### config.mk
export PLATFORM = sky130hd
export DESIGN_NAME = exe_muldiv_flat
export DESIGN_NICKNAME = d
export VERILOG_FILES = /design/src/rtl/muldiv_pkg.sv /design/src/rtl/exe_muldiv_if.sv /design/src/rtl/muldiv_step.sv /design/src/rtl/exe_muldiv.sv /design/src/flat_wrapper.sv
export SDC_FILE = /design/constraint.sdc
export NUM_CORES = 1
export LEC_CHECK = 0
export ABC_AREA = 0
export CAP_MARGIN = 30
export CELL_PAD_IN_SITES_DETAIL_PLACEMENT = 1
export CELL_PAD_IN_SITES_GLOBAL_PLACEMENT = 1
export CORE_ASPECT_RATIO = 0.75
export CORE_MARGIN = 10
export CORE_UTILIZATION = 44
export CTS_CLUSTER_SIZE = 40
export DETAILED_ROUTE_END_ITERATION = 8
export PLACE_DENSITY = 0.82
export REMOVE_ABC_BUFFERS = 1
export SYNTH_ARGS = -nofsm -noshare
export SYNTH_HDL_FRONTEND = slang
export SYNTH_SLANG_ARGS = --single-unit
### constraint.sdc
create_clock -name clk -period 5.75 [get_ports clk]
set_input_delay 1.15 -clock clk [delete_from_list [all_inputs] [get_ports clk]]
set_output_delay 1.15 -clock clk [all_outputs]
set_load 0.005 [all_outputs]
### src/rtl/muldiv_pkg.sv
// rtl/muldiv_pkg.sv - shared op/state encodings and default width for the muldiv unit
package muldiv_pkg;

  localparam int MD_WIDTH = 16;

  typedef enum logic [1:0] {
    MD_MUL  = 2'b00,
    MD_MULH = 2'b01,
    MD_DIV  = 2'b10,
    MD_REM  = 2'b11
  } md_op_e;

  typedef enum logic [1:0] {
    S_IDLE = 2'b00,
    S_RUN  = 2'b01,
    S_DONE = 2'b10
  } md_state_e;

  function automatic logic is_div_op(input md_op_e op);
    return op[1];
  endfunction

endpackage

### src/rtl/exe_muldiv_if.sv
// rtl/exe_muldiv_if.sv - execute-stage muldiv handshake bundle (pipeline side = master)
interface exe_muldiv_if #(parameter int WIDTH = 16) ();

  logic             start;
  logic [1:0]       op;
  logic [WIDTH-1:0] a;
  logic [WIDTH-1:0] b;
  logic [3:0]       reg_waddr;
  logic             flush;
  logic             stall;
  logic             busy;
  logic             done;
  logic [WIDTH-1:0] result;
  logic [3:0]       reg_waddr_out;
  logic             div_by_zero;

  modport slave (
    input  start, op, a, b, reg_waddr, flush,
    output stall, busy, done, result, reg_waddr_out, div_by_zero
  );

  modport master (
    output start, op, a, b, reg_waddr, flush,
    input  stall, busy, done, result, reg_waddr_out, div_by_zero
  );

endinterface

### src/rtl/muldiv_step.sv
// rtl/muldiv_step.sv - one shift-add or restoring-divide iteration; divider built only with MULDIV_DIV_EN
module muldiv_step
  import muldiv_pkg::*;
#(
  parameter int WIDTH = MD_WIDTH
) (
  input  logic [WIDTH-1:0]   a_in,
  input  logic [WIDTH-1:0]   b_in,
  input  logic [2*WIDTH-1:0] prod_in,
`ifdef MULDIV_DIV_EN
  input  logic               is_div,
  input  logic [WIDTH-1:0]   rem_in,
  output logic [WIDTH-1:0]   rem_out,
`endif
  output logic [WIDTH-1:0]   a_out,
  output logic [WIDTH-1:0]   b_out,
  output logic [2*WIDTH-1:0] prod_out
);

  localparam int PW = 2 * WIDTH;

  logic [WIDTH:0] sum;
  logic [PW:0]    ext;
`ifdef MULDIV_DIV_EN
  logic [WIDTH:0] r_sh;
`endif

  always_comb begin
    // multiply: a is the multiplicand, b shifts right exposing the next multiplier bit
    sum      = {1'b0, prod_in[PW-1:WIDTH]} + {1'b0, (b_in[0] ? a_in : '0)};
    ext      = {sum, prod_in[WIDTH-1:0]};
    prod_out = PW'(ext >> 1);
    a_out    = a_in;
    b_out    = b_in >> 1;
`ifdef MULDIV_DIV_EN
    // divide: a doubles as the quotient shift register, b stays the divisor
    r_sh    = {rem_in, a_in[WIDTH-1]};
    rem_out = rem_in;
    if (is_div) begin
      prod_out = prod_in;
      b_out    = b_in;
      if (r_sh >= {1'b0, b_in}) begin
        rem_out = WIDTH'(r_sh - {1'b0, b_in});
        a_out   = {a_in[WIDTH-2:0], 1'b1};
      end else begin
        rem_out = r_sh[WIDTH-1:0];
        a_out   = {a_in[WIDTH-2:0], 1'b0};
      end
    end
`endif
  end

endmodule

### src/rtl/exe_muldiv.sv
// rtl/exe_muldiv.sv - iterative unsigned mul/div execute unit; MULDIV_DIV_EN enables DIV/REM
module exe_muldiv
  import muldiv_pkg::*;
#(
  parameter int WIDTH = MD_WIDTH
) (
  input logic         clk,
  input logic         rst,
  exe_muldiv_if.slave bus
);

  localparam int CW = $clog2(WIDTH);

  md_state_e          state_q, state_d;
  logic [CW-1:0]      count_q, count_d;
  md_op_e             op_q, op_d;
  logic [3:0]         waddr_q, waddr_d;
  logic [WIDTH-1:0]   a_q, a_d, b_q, b_d;
  logic [2*WIDTH-1:0] prod_q, prod_d;
  logic [WIDTH-1:0]   result_q, result_d;
  logic [3:0]         waddr_out_q, waddr_out_d;
  logic               dbz_q, dbz_d, done_q, done_d, busy_q, busy_d;
  logic [WIDTH-1:0]   a_nx, b_nx;
  logic [2*WIDTH-1:0] prod_nx;
`ifdef MULDIV_DIV_EN
  logic [WIDTH-1:0]   rem_q, rem_d, rem_nx;
`endif

  muldiv_step #(.WIDTH(WIDTH)) u_step (
    .a_in    (a_q),
    .b_in    (b_q),
    .prod_in (prod_q),
`ifdef MULDIV_DIV_EN
    .is_div  (is_div_op(op_q)),
    .rem_in  (rem_q),
    .rem_out (rem_nx),
`endif
    .a_out   (a_nx),
    .b_out   (b_nx),
    .prod_out(prod_nx)
  );

  always_comb begin
    state_d     = state_q;
    count_d     = count_q;
    op_d        = op_q;
    waddr_d     = waddr_q;
    a_d         = a_q;
    b_d         = b_q;
    prod_d      = prod_q;
    result_d    = result_q;
    waddr_out_d = waddr_out_q;
    dbz_d       = dbz_q;
    done_d      = 1'b0;
`ifdef MULDIV_DIV_EN
    rem_d       = rem_q;
`endif
    case (state_q)
      S_IDLE: begin
        if (bus.start) begin
          op_d    = md_op_e'(bus.op);
          waddr_d = bus.reg_waddr;
          a_d     = bus.a;
          b_d     = bus.b;
          count_d = '0;
          prod_d  = '0;
          state_d = S_RUN;
`ifdef MULDIV_DIV_EN
          rem_d   = '0;
`else
          // no divider: DIV/REM complete immediately with a zero result
          if (is_div_op(md_op_e'(bus.op))) begin
            state_d     = S_DONE;
            done_d      = 1'b1;
            result_d    = '0;
            dbz_d       = 1'b0;
            waddr_out_d = bus.reg_waddr;
          end
`endif
        end
      end
      S_RUN: begin
        a_d     = a_nx;
        b_d     = b_nx;
        prod_d  = prod_nx;
        count_d = count_q + 1'b1;
`ifdef MULDIV_DIV_EN
        rem_d   = rem_nx;
`endif
        if (count_q == CW'(WIDTH - 1)) begin
          state_d     = S_DONE;
          done_d      = 1'b1;
          waddr_out_d = waddr_q;
          case (op_q)
            MD_MULH: result_d = prod_nx[2*WIDTH-1:WIDTH];
`ifdef MULDIV_DIV_EN
            MD_DIV:  result_d = a_nx;
            MD_REM:  result_d = rem_nx;
`endif
            default: result_d = prod_nx[WIDTH-1:0];
          endcase
`ifdef MULDIV_DIV_EN
          dbz_d = is_div_op(op_q) && (b_q == '0);
`else
          dbz_d = 1'b0;
`endif
        end
      end
      S_DONE:  state_d = S_IDLE;
      default: state_d = S_IDLE;
    endcase
    // flush kills the operation and leaves the last delivered result untouched
    if (bus.flush) begin
      state_d     = S_IDLE;
      done_d      = 1'b0;
      result_d    = result_q;
      waddr_out_d = waddr_out_q;
      dbz_d       = dbz_q;
    end
    busy_d = (state_d != S_IDLE);
  end

  always_ff @(posedge clk) begin
    if (rst) begin
      state_q     <= S_IDLE;
      count_q     <= '0;
      op_q        <= MD_MUL;
      waddr_q     <= '0;
      a_q         <= '0;
      b_q         <= '0;
      prod_q      <= '0;
      result_q    <= '0;
      waddr_out_q <= '0;
      dbz_q       <= 1'b0;
      done_q      <= 1'b0;
      busy_q      <= 1'b0;
`ifdef MULDIV_DIV_EN
      rem_q       <= '0;
`endif
    end else begin
      state_q     <= state_d;
      count_q     <= count_d;
      op_q        <= op_d;
      waddr_q     <= waddr_d;
      a_q         <= a_d;
      b_q         <= b_d;
      prod_q      <= prod_d;
      result_q    <= result_d;
      waddr_out_q <= waddr_out_d;
      dbz_q       <= dbz_d;
      done_q      <= done_d;
      busy_q      <= busy_d;
`ifdef MULDIV_DIV_EN
      rem_q       <= rem_d;
`endif
    end
  end

  assign bus.stall = ~rst & (((state_q == S_IDLE) & bus.start & ~bus.flush) | (state_q == S_RUN));
  assign bus.busy          = busy_q;
  assign bus.done          = done_q;
  assign bus.result        = result_q;
  assign bus.reg_waddr_out = waddr_out_q;
  assign bus.div_by_zero   = dbz_q;

endmodule

### src/flat_wrapper.sv
// flat-port wrapper written by rule: the top's interface ports become plain ports
module exe_muldiv_flat import muldiv_pkg::*;
#(
  parameter int WIDTH = MD_WIDTH
)
  (clk, rst, bus_start, bus_op, bus_a, bus_b, bus_reg_waddr, bus_flush, bus_stall, bus_busy, bus_done, bus_result, bus_reg_waddr_out, bus_div_by_zero);
  exe_muldiv_if #(.WIDTH(WIDTH)) bus_i ();
  input logic clk;
  input logic rst;
  input wire logic [$bits(bus_i.start)-1:0] bus_start;
  input wire logic [$bits(bus_i.op)-1:0] bus_op;
  input wire logic [$bits(bus_i.a)-1:0] bus_a;
  input wire logic [$bits(bus_i.b)-1:0] bus_b;
  input wire logic [$bits(bus_i.reg_waddr)-1:0] bus_reg_waddr;
  input wire logic [$bits(bus_i.flush)-1:0] bus_flush;
  output wire logic [$bits(bus_i.stall)-1:0] bus_stall;
  output wire logic [$bits(bus_i.busy)-1:0] bus_busy;
  output wire logic [$bits(bus_i.done)-1:0] bus_done;
  output wire logic [$bits(bus_i.result)-1:0] bus_result;
  output wire logic [$bits(bus_i.reg_waddr_out)-1:0] bus_reg_waddr_out;
  output wire logic [$bits(bus_i.div_by_zero)-1:0] bus_div_by_zero;
  assign bus_i.start = bus_start;
  assign bus_i.op = bus_op;
  assign bus_i.a = bus_a;
  assign bus_i.b = bus_b;
  assign bus_i.reg_waddr = bus_reg_waddr;
  assign bus_i.flush = bus_flush;
  assign bus_stall = bus_i.stall;
  assign bus_busy = bus_i.busy;
  assign bus_done = bus_i.done;
  assign bus_result = bus_i.result;
  assign bus_reg_waddr_out = bus_i.reg_waddr_out;
  assign bus_div_by_zero = bus_i.div_by_zero;
  exe_muldiv #(.WIDTH(WIDTH)) u_core (.clk(clk), .rst(rst), .bus(bus_i));
endmodule
==> impl_metrics.env, run 1 <==
export IMPL_status="finished, final reports clean"
export IMPL_worstSetupStartpointType="primary input"
export IMPL_vias_per_cell=5.72
export IMPL_ir_worst_vdd_v=0.000144
export IMPL_gp_congestion=0.853
export IMPL_layout_setup_ws_ps=1650
export IMPL_final_cells=715
export IMPL_cp_max_fo=6
export IMPL_use_met3_pct=3.50
export IMPL_post_drt_wl_per_cell_um=18.6
export IMPL_drt_iter0_drc=248
export IMPL_arrival_ps=2950
export IMPL_worstHoldPathType="flip-flop to flip-flop"
export IMPL_synthDistinctLibCells=55
export IMPL_async_flop_share_pct=0
export IMPL_synth_seq_cells=97
export IMPL_drv_cap=0
export IMPL_die_area_um2=14800
export IMPL_reg2reg_slack_ps=3020
export IMPL_grt_antenna_before_repair=0
export IMPL_place_hpwl_um=9660
export IMPL_ant_nets=0
export IMPL_fp_row_count=31
export IMPL_first_pass_iters=6
export IMPL_most_common_layout_cells="nand2_1, dfxtp_1, clkdlybuf4s50_1"
export IMPL_crit_buf_inv=2
export IMPL_synth_ff_type="dfxtp_1"
export IMPL_syn_area_um2=4510
export IMPL_clock_sinks=97
export IMPL_power_density_nw_per_um2=258
export IMPL_worstPathRequired_ps=4600
export IMPL_holdWs_ps=445
export IMPL_worstMarginPinSlew_ps=920
export IMPL_ys_warn_count=0
export IMPL_use_met2_pct=28.2
export IMPL_syn_to_final_growth_pct=22.6
export IMPL_drcViolationCount=0
export IMPL_cts_buffers=9
export IMPL_setup_tns_ps=0
export IMPL_hold_violations=0
export IMPL_drive_gt1_share_pct=6.35
export IMPL_io_pin_count=66
export IMPL_drt_total_wl_um=13300
export IMPL_syn_instance_count=532
export IMPL_period_share_pct=71.2
export IMPL_synth_yosys_seq_area_share_pct=43.0
export IMPL_start_util_pct=45.8
export IMPL_clkSlewWorstSetupHoldPaths_ps=70
export IMPL_fmax_mhz=244
export IMPL_io_buffers=64
export IMPL_grt_setup_unrepaired="false"
export IMPL_cp_end_kind="output pin"
export IMPL_tritoncts="done"
export IMPL_clock_path_buffers=2
export IMPL_syn_avg_cell_area_um2=8.49
export IMPL_cts_root_buf="clkbuf_16"
export IMPL_crit_type="primary input to output pin"
export IMPL_clkLatencyLatePin_ps=350
export IMPL_ctsHtreeMaxLevel=3
export IMPL_drv_slew=0
export IMPL_met1_usage_pct=24.5
export IMPL_final_common_cell="nand2_1"
export IMPL_critical_path_slowest_cell="clkdlybuf4s50_1"
export IMPL_path_cells="clkdlybuf4s50_1 -> or3_1 -> o21ai_0 -> clkdlybuf4s50_1"
export IMPL_vias=4089
export IMPL_grt_pass1_wl_um=21600
export IMPL_design_core_area_um2=9850
export IMPL_cts_repair_resized=0
export IMPL_slew_headroom_pct=38.7
export IMPL_grt_max_degree=47
export IMPL_synth_edff_count=0
export IMPL_dp_cells=697
export IMPL_max_stage_delay_ps=550
export IMPL_crit_start="bus_flush"
export IMPL_pre_cts_slack_ps=1690
export IMPL_cp_endpoint="bus_stall"
export IMPL_path_delay_family="buffers and inverters"
export IMPL_grt_pass1_vias=4220
export IMPL_die_w_um=137
export IMPL_dieHeight_um=108
export IMPL_track_usage_pct=18.1
export IMPL_reg2reg_to="u_core.prod_q[27]"
export IMPL_r2r_cells=10
export IMPL_antenna_cells=0
export IMPL_utilization_pct=56.2
export IMPL_nFillCells=1181
export IMPL_overflow=0
export IMPL_final_nets=638
export IMPL_postCtsHoldBufs=0
export IMPL_skew_ps=9.53
export IMPL_postCtsSetupBuffers=0
export IMPL_grt_busiest_layer="met2"
export IMPL_power_leakage_nw=2.17
export IMPL_cp_num_cells=4
export IMPL_crit_top_cell="clkdlybuf4s50_1"
export IMPL_rr_startpoint="u_core.b_q[0]"
export IMPL_fin_crit_ps=4100
export IMPL_finalSetupViolations=0
## state kept, by name, indices dropped and copies added (netlist names), 4 cells and up
signal / count
u_core.b_q: 16
u_core.bus.reg_waddr_out: 4
u_core.prod_q: 31
u_core.a_q: 16
u_core.waddr_q: 4
u_core.count_q: 4
u_core.bus.result: 16
## cell usage after synthesis, types with 5 or more instances
cell      number  area, um^2
nor3_1         5        25.0
buf_2          6        30.0
and2_1        15        93.8
nor2_1        43         161
a311oi_1      20         175
clkbuf_1      26        97.6
nand3_1        7        35.0
a22oi_1       11        82.6
a21o_1         6        45.0
a21oi_1       47         235
nand2_1      109         409
a22o_1        27         236
inv_1          7        26.3
o21ai_0       13        65.1
ha_1          17         213
dfxtp_1       97        1940
xnor2_1        9        78.8
nand2b_1       5        31.3
## layer usage
| layer | part of all wire, % | up-vias |
|---|---|---|
| met3 | 4.6 | 18 |
| met1 | 48 | 1992 |
| met5 | 0 | - |
| met2 | 46 | 97 |
| met4 | 1.4 | 0 |
| li1 | - | 1982 |
## area by class of cell
type                       count  area (um^2)  area share, %
inverter                       7         26.3          0.475
clock buffer                  10          239           4.32
sequential                    97         1940           35.1
clock inverter                 6         56.3           1.02
multi-input combinational    392         2390           43.3
timing repair buffer          71          711           12.8
tap                          132          165           2.98
## how the worst min path moves through the flow
stage / start / to / slack, ps / cells after the start
2_1_floorplan: u_core.a_q[0] / u_core.a_q[0] / 430 / 2
3_5_place_dp: u_core.bus.result[3] / u_core.bus.result[3] / 440 / 2
4_1_cts: u_core.bus.result[3] / u_core.bus.result[3] / 450 / 2
3_3_place_gp: u_core.bus.result[3] / u_core.bus.result[3] / 430 / 2
5_1_grt: u_core.a_q[6] / u_core.a_q[6] / 480 / 2
6_report: u_core.bus.result[3] / u_core.bus.result[3] / 440 / 2
## cells by family (layout without fill, tap and decap cells)
group           Yosys count  in the layout  synth area share, %
mux                       3              3                0.693
flops                    97             97                 43.0
compound gates          152            152                 24.1
fa+ha+maj                18             18                 5.16
other cells               1              1               0.0831
xor+xnor                 12             12                 2.33
buf+inv                  43             94                 4.16
simple gates            206            206                 20.5
## power by group
| group | internal (mW) | total (mW) | switching, mW |
|---|---|---|---|
| Combinational | 0.0580 | 0.129 | 0.0712 |
| Sequential | 0.693 | 0.708 | 0.0143 |
| Clock | 0.315 | 0.593 | 0.278 |
## metrics by stage
stage / instance area, um^2 / total power [mW]
after CTS: 5500 / 1.44
after global routing: 5530 / 1.48
after detailed placement: 5210 / 0.850
after global placement: 5190 / 0.843
final: 5530 / 1.43
after floorplan: 4350 / 0.780
## worst min-delay path, delay by kind of cell, from the launching register on
family        cells  cell delay, ps
flops             1             320
simple gates      2              90
(Power assumes the default switching activity.)
==> run 2, diff against run 1 <==
--- a/config.mk
+++ b/config.mk
@@ -11,10 +11,10 @@
 export CELL_PAD_IN_SITES_GLOBAL_PLACEMENT = 1
 export CORE_ASPECT_RATIO = 0.75
 export CORE_MARGIN = 10
-export CORE_UTILIZATION = 44
+export CORE_UTILIZATION = 41
 export CTS_CLUSTER_SIZE = 40
 export DETAILED_ROUTE_END_ITERATION = 8
-export PLACE_DENSITY = 0.82
+export PLACE_DENSITY = 0.77
 export REMOVE_ABC_BUFFERS = 1
 export SYNTH_ARGS = -nofsm -noshare
 export SYNTH_HDL_FRONTEND = slang
==> constraint.sdc (replaced) <==
create_clock -name clk -period 3.91 [get_ports clk]
set_input_delay 0.782 -clock clk [delete_from_list [all_inputs] [get_ports clk]]
set_output_delay 0.782 -clock clk [all_outputs]
set_load 0.005 [all_outputs]
==> run 2 against run 1 <==
  * Sequential power up 47%
  * Highest routed layer unchanged
  * Global-route usage down 1.5 points
  * Core utilization down 5.5 points
  * Via count down 2.4%
  * Worst hold slack better by 6.1 ps
  * Non-clock buffer count unchanged
  * Clock skew down 0.62 ps
  * Total power up 45%
  * Clock power up 43%
  * Critical path depth unchanged
  * Register-to-register slack worse by 1900 ps
  * Sequential share of layout area up 0.18 points
==> impl_metrics.env, run 2 (synthesis results as in run 1) <==
export IMPL_postCtsSetupBuffers=0
export IMPL_p_seq_share_pct=50.1
export IMPL_grt_pass1_vias=4188
export IMPL_drt_iter0_drc=190
export IMPL_p_comb_share_pct=9.0
export IMPL_ant_nets=0
export IMPL_fin_crit_ps=3270
export IMPL_grt_setup_unrepaired="false"
export IMPL_grt_max_degree=50
export IMPL_design_core_area_um2=10900
export IMPL_most_common_layout_cells="nand2_1, dfxtp_1, clkdlybuf4s50_1"
export IMPL_die_area_um2=15700
export IMPL_regMostFlops="u_core.prod_q"
export IMPL_clkSlewWorstSetupHoldPaths_ps=70
export IMPL_drv_cap=0
export IMPL_worstHoldPathType="flip-flop to flip-flop"
export IMPL_utilization_pct=50.7
export IMPL_fmax_mhz=306
export IMPL_design_area_um2=5510
export IMPL_clkLatencyLatePin_ps=350
export IMPL_clkPwrFrac_pct=40.9
export IMPL_power_density_nw_per_um2=377
export IMPL_io_pin_count=66
export IMPL_clock_path_buffers=2
export IMPL_final_nets=638
export IMPL_tritoncts="done"
export IMPL_cts_buffers=9
export IMPL_pre_cts_slack_ps=612
export IMPL_final_common_cell="nand2_1"
export IMPL_cts_repair_resized=0
export IMPL_io_buffers=64
export IMPL_postCtsHoldBufs=0
export IMPL_die_w_um=141
export IMPL_slew_headroom_pct=39.0
export IMPL_worstMarginPinSlew_ps=915
export IMPL_worstPathRequired_ps=3130
export IMPL_cts_root_buf="clkbuf_16"
export IMPL_hold_violations=0
export IMPL_overflow=0
export IMPL_crit_type="primary input to output pin"
export IMPL_worstSetupStartpointType="primary input"
export IMPL_dpl_instance_area_um2=5230
export IMPL_grt_antenna_before_repair=0
export IMPL_post_drt_wl_per_cell_um=18.2
export IMPL_cp_end_kind="output pin"
export IMPL_drv_slew=0
export IMPL_setup_tns_ps=0
export IMPL_track_usage_pct=16.6
export IMPL_finalPower_mw=2.08
export IMPL_p_sw_uw=533
export IMPL_layout_setup_ws_ps=643
export IMPL_skew_ps=8.91
export IMPL_drcViolationCount=0
export IMPL_nFillCells=1294
export IMPL_fp_row_count=33
export IMPL_clock_sinks=97
export IMPL_vias_per_cell=5.52
export IMPL_drt_total_wl_um=13100
export IMPL_gp_congestion=0.859
export IMPL_antenna_cells=0
export IMPL_first_pass_iters=5
export IMPL_grt_pass1_wl_um=21500
export IMPL_power_leakage_nw=2.15
export IMPL_finalSetupViolations=0
export IMPL_place_hpwl_um=9770
export IMPL_intPower_mw=1.54
export IMPL_start_util_pct=41.6
export IMPL_switching_share_pct=25.7
export IMPL_arrival_ps=2490
export IMPL_largest_reg_flops=31
export IMPL_cp_max_fo=6
export IMPL_status="finished, final reports clean"
export IMPL_ctsHtreeMaxLevel=3
export IMPL_period_share_pct=83.6
export IMPL_drive_gt1_share_pct=6.17
export IMPL_ir_worst_vdd_v=0.000228
export IMPL_vias=3989
export IMPL_syn_to_final_growth_pct=22.0
export IMPL_dieHeight_um=111
## run 2: cell count changes in the layout (fill, tap and decap cells not counted), sizes merged
cell / before / now
clkinv: 1 / 0
inv: 11 / 10
clkinvlp: 1 / 3
## run 2: critical path, stage by stage
cell             delay [ps]
clkdlybuf4s50_1         490
or3_1                   470
o21ai_0                 190
clkdlybuf4s50_1         550
## run 2: power by group through the flow
stage               logic, mW  clock network (mW)  registers (mW)
finish                  0.188               0.849            1.04
global route            0.209               0.912            1.05
global placement        0.181                   0            1.06
CTS                     0.189               0.870            1.04
floorplan              0.0908                   0            1.06
detailed placement      0.187                   0            1.06
## run 2: metal layers
layer,vias to the layer above,global-route usage (%),part of all wire (%)
li1,1977,-,-
met1,1921,22.8,50
met2,87,24.8,45
met3,4,4.20,5.0
met4,0,4.81,0.70
met5,-,0,0
## run 2: through the flow
stage,hold WS (ps),cells
5_1_grt,480,723
6_report,451,723
2_1_floorplan,426,496
3_5_place_dp,443,707
3_3_place_gp,433,707
4_1_cts,453,723
## run 2: final timing paths
path	from	end	slack (ps)	cells past startpoint
setup / recovery	bus_flush	bus_stall	640	4
hold / removal	u_core.a_q[14]	u_core.a_q[14]	450	2
setup reg to reg	u_core.b_q[0]	u_core.prod_q[23]	1100	10
hold reg to reg	u_core.a_q[14]	u_core.a_q[14]	450	2
## run 2: layout make-up
class                           count  area [um^2]  area share (%)
Tap cell                          140          175            3.18
Sequential cell                    97         1940            35.3
Inverter                            7         26.3           0.477
Clock buffer                       10          229            4.16
Clock inverter                      6         51.3           0.932
Multi-Input combinational cell    392         2390            43.5
Timing Repair Buffer               71          688            12.5
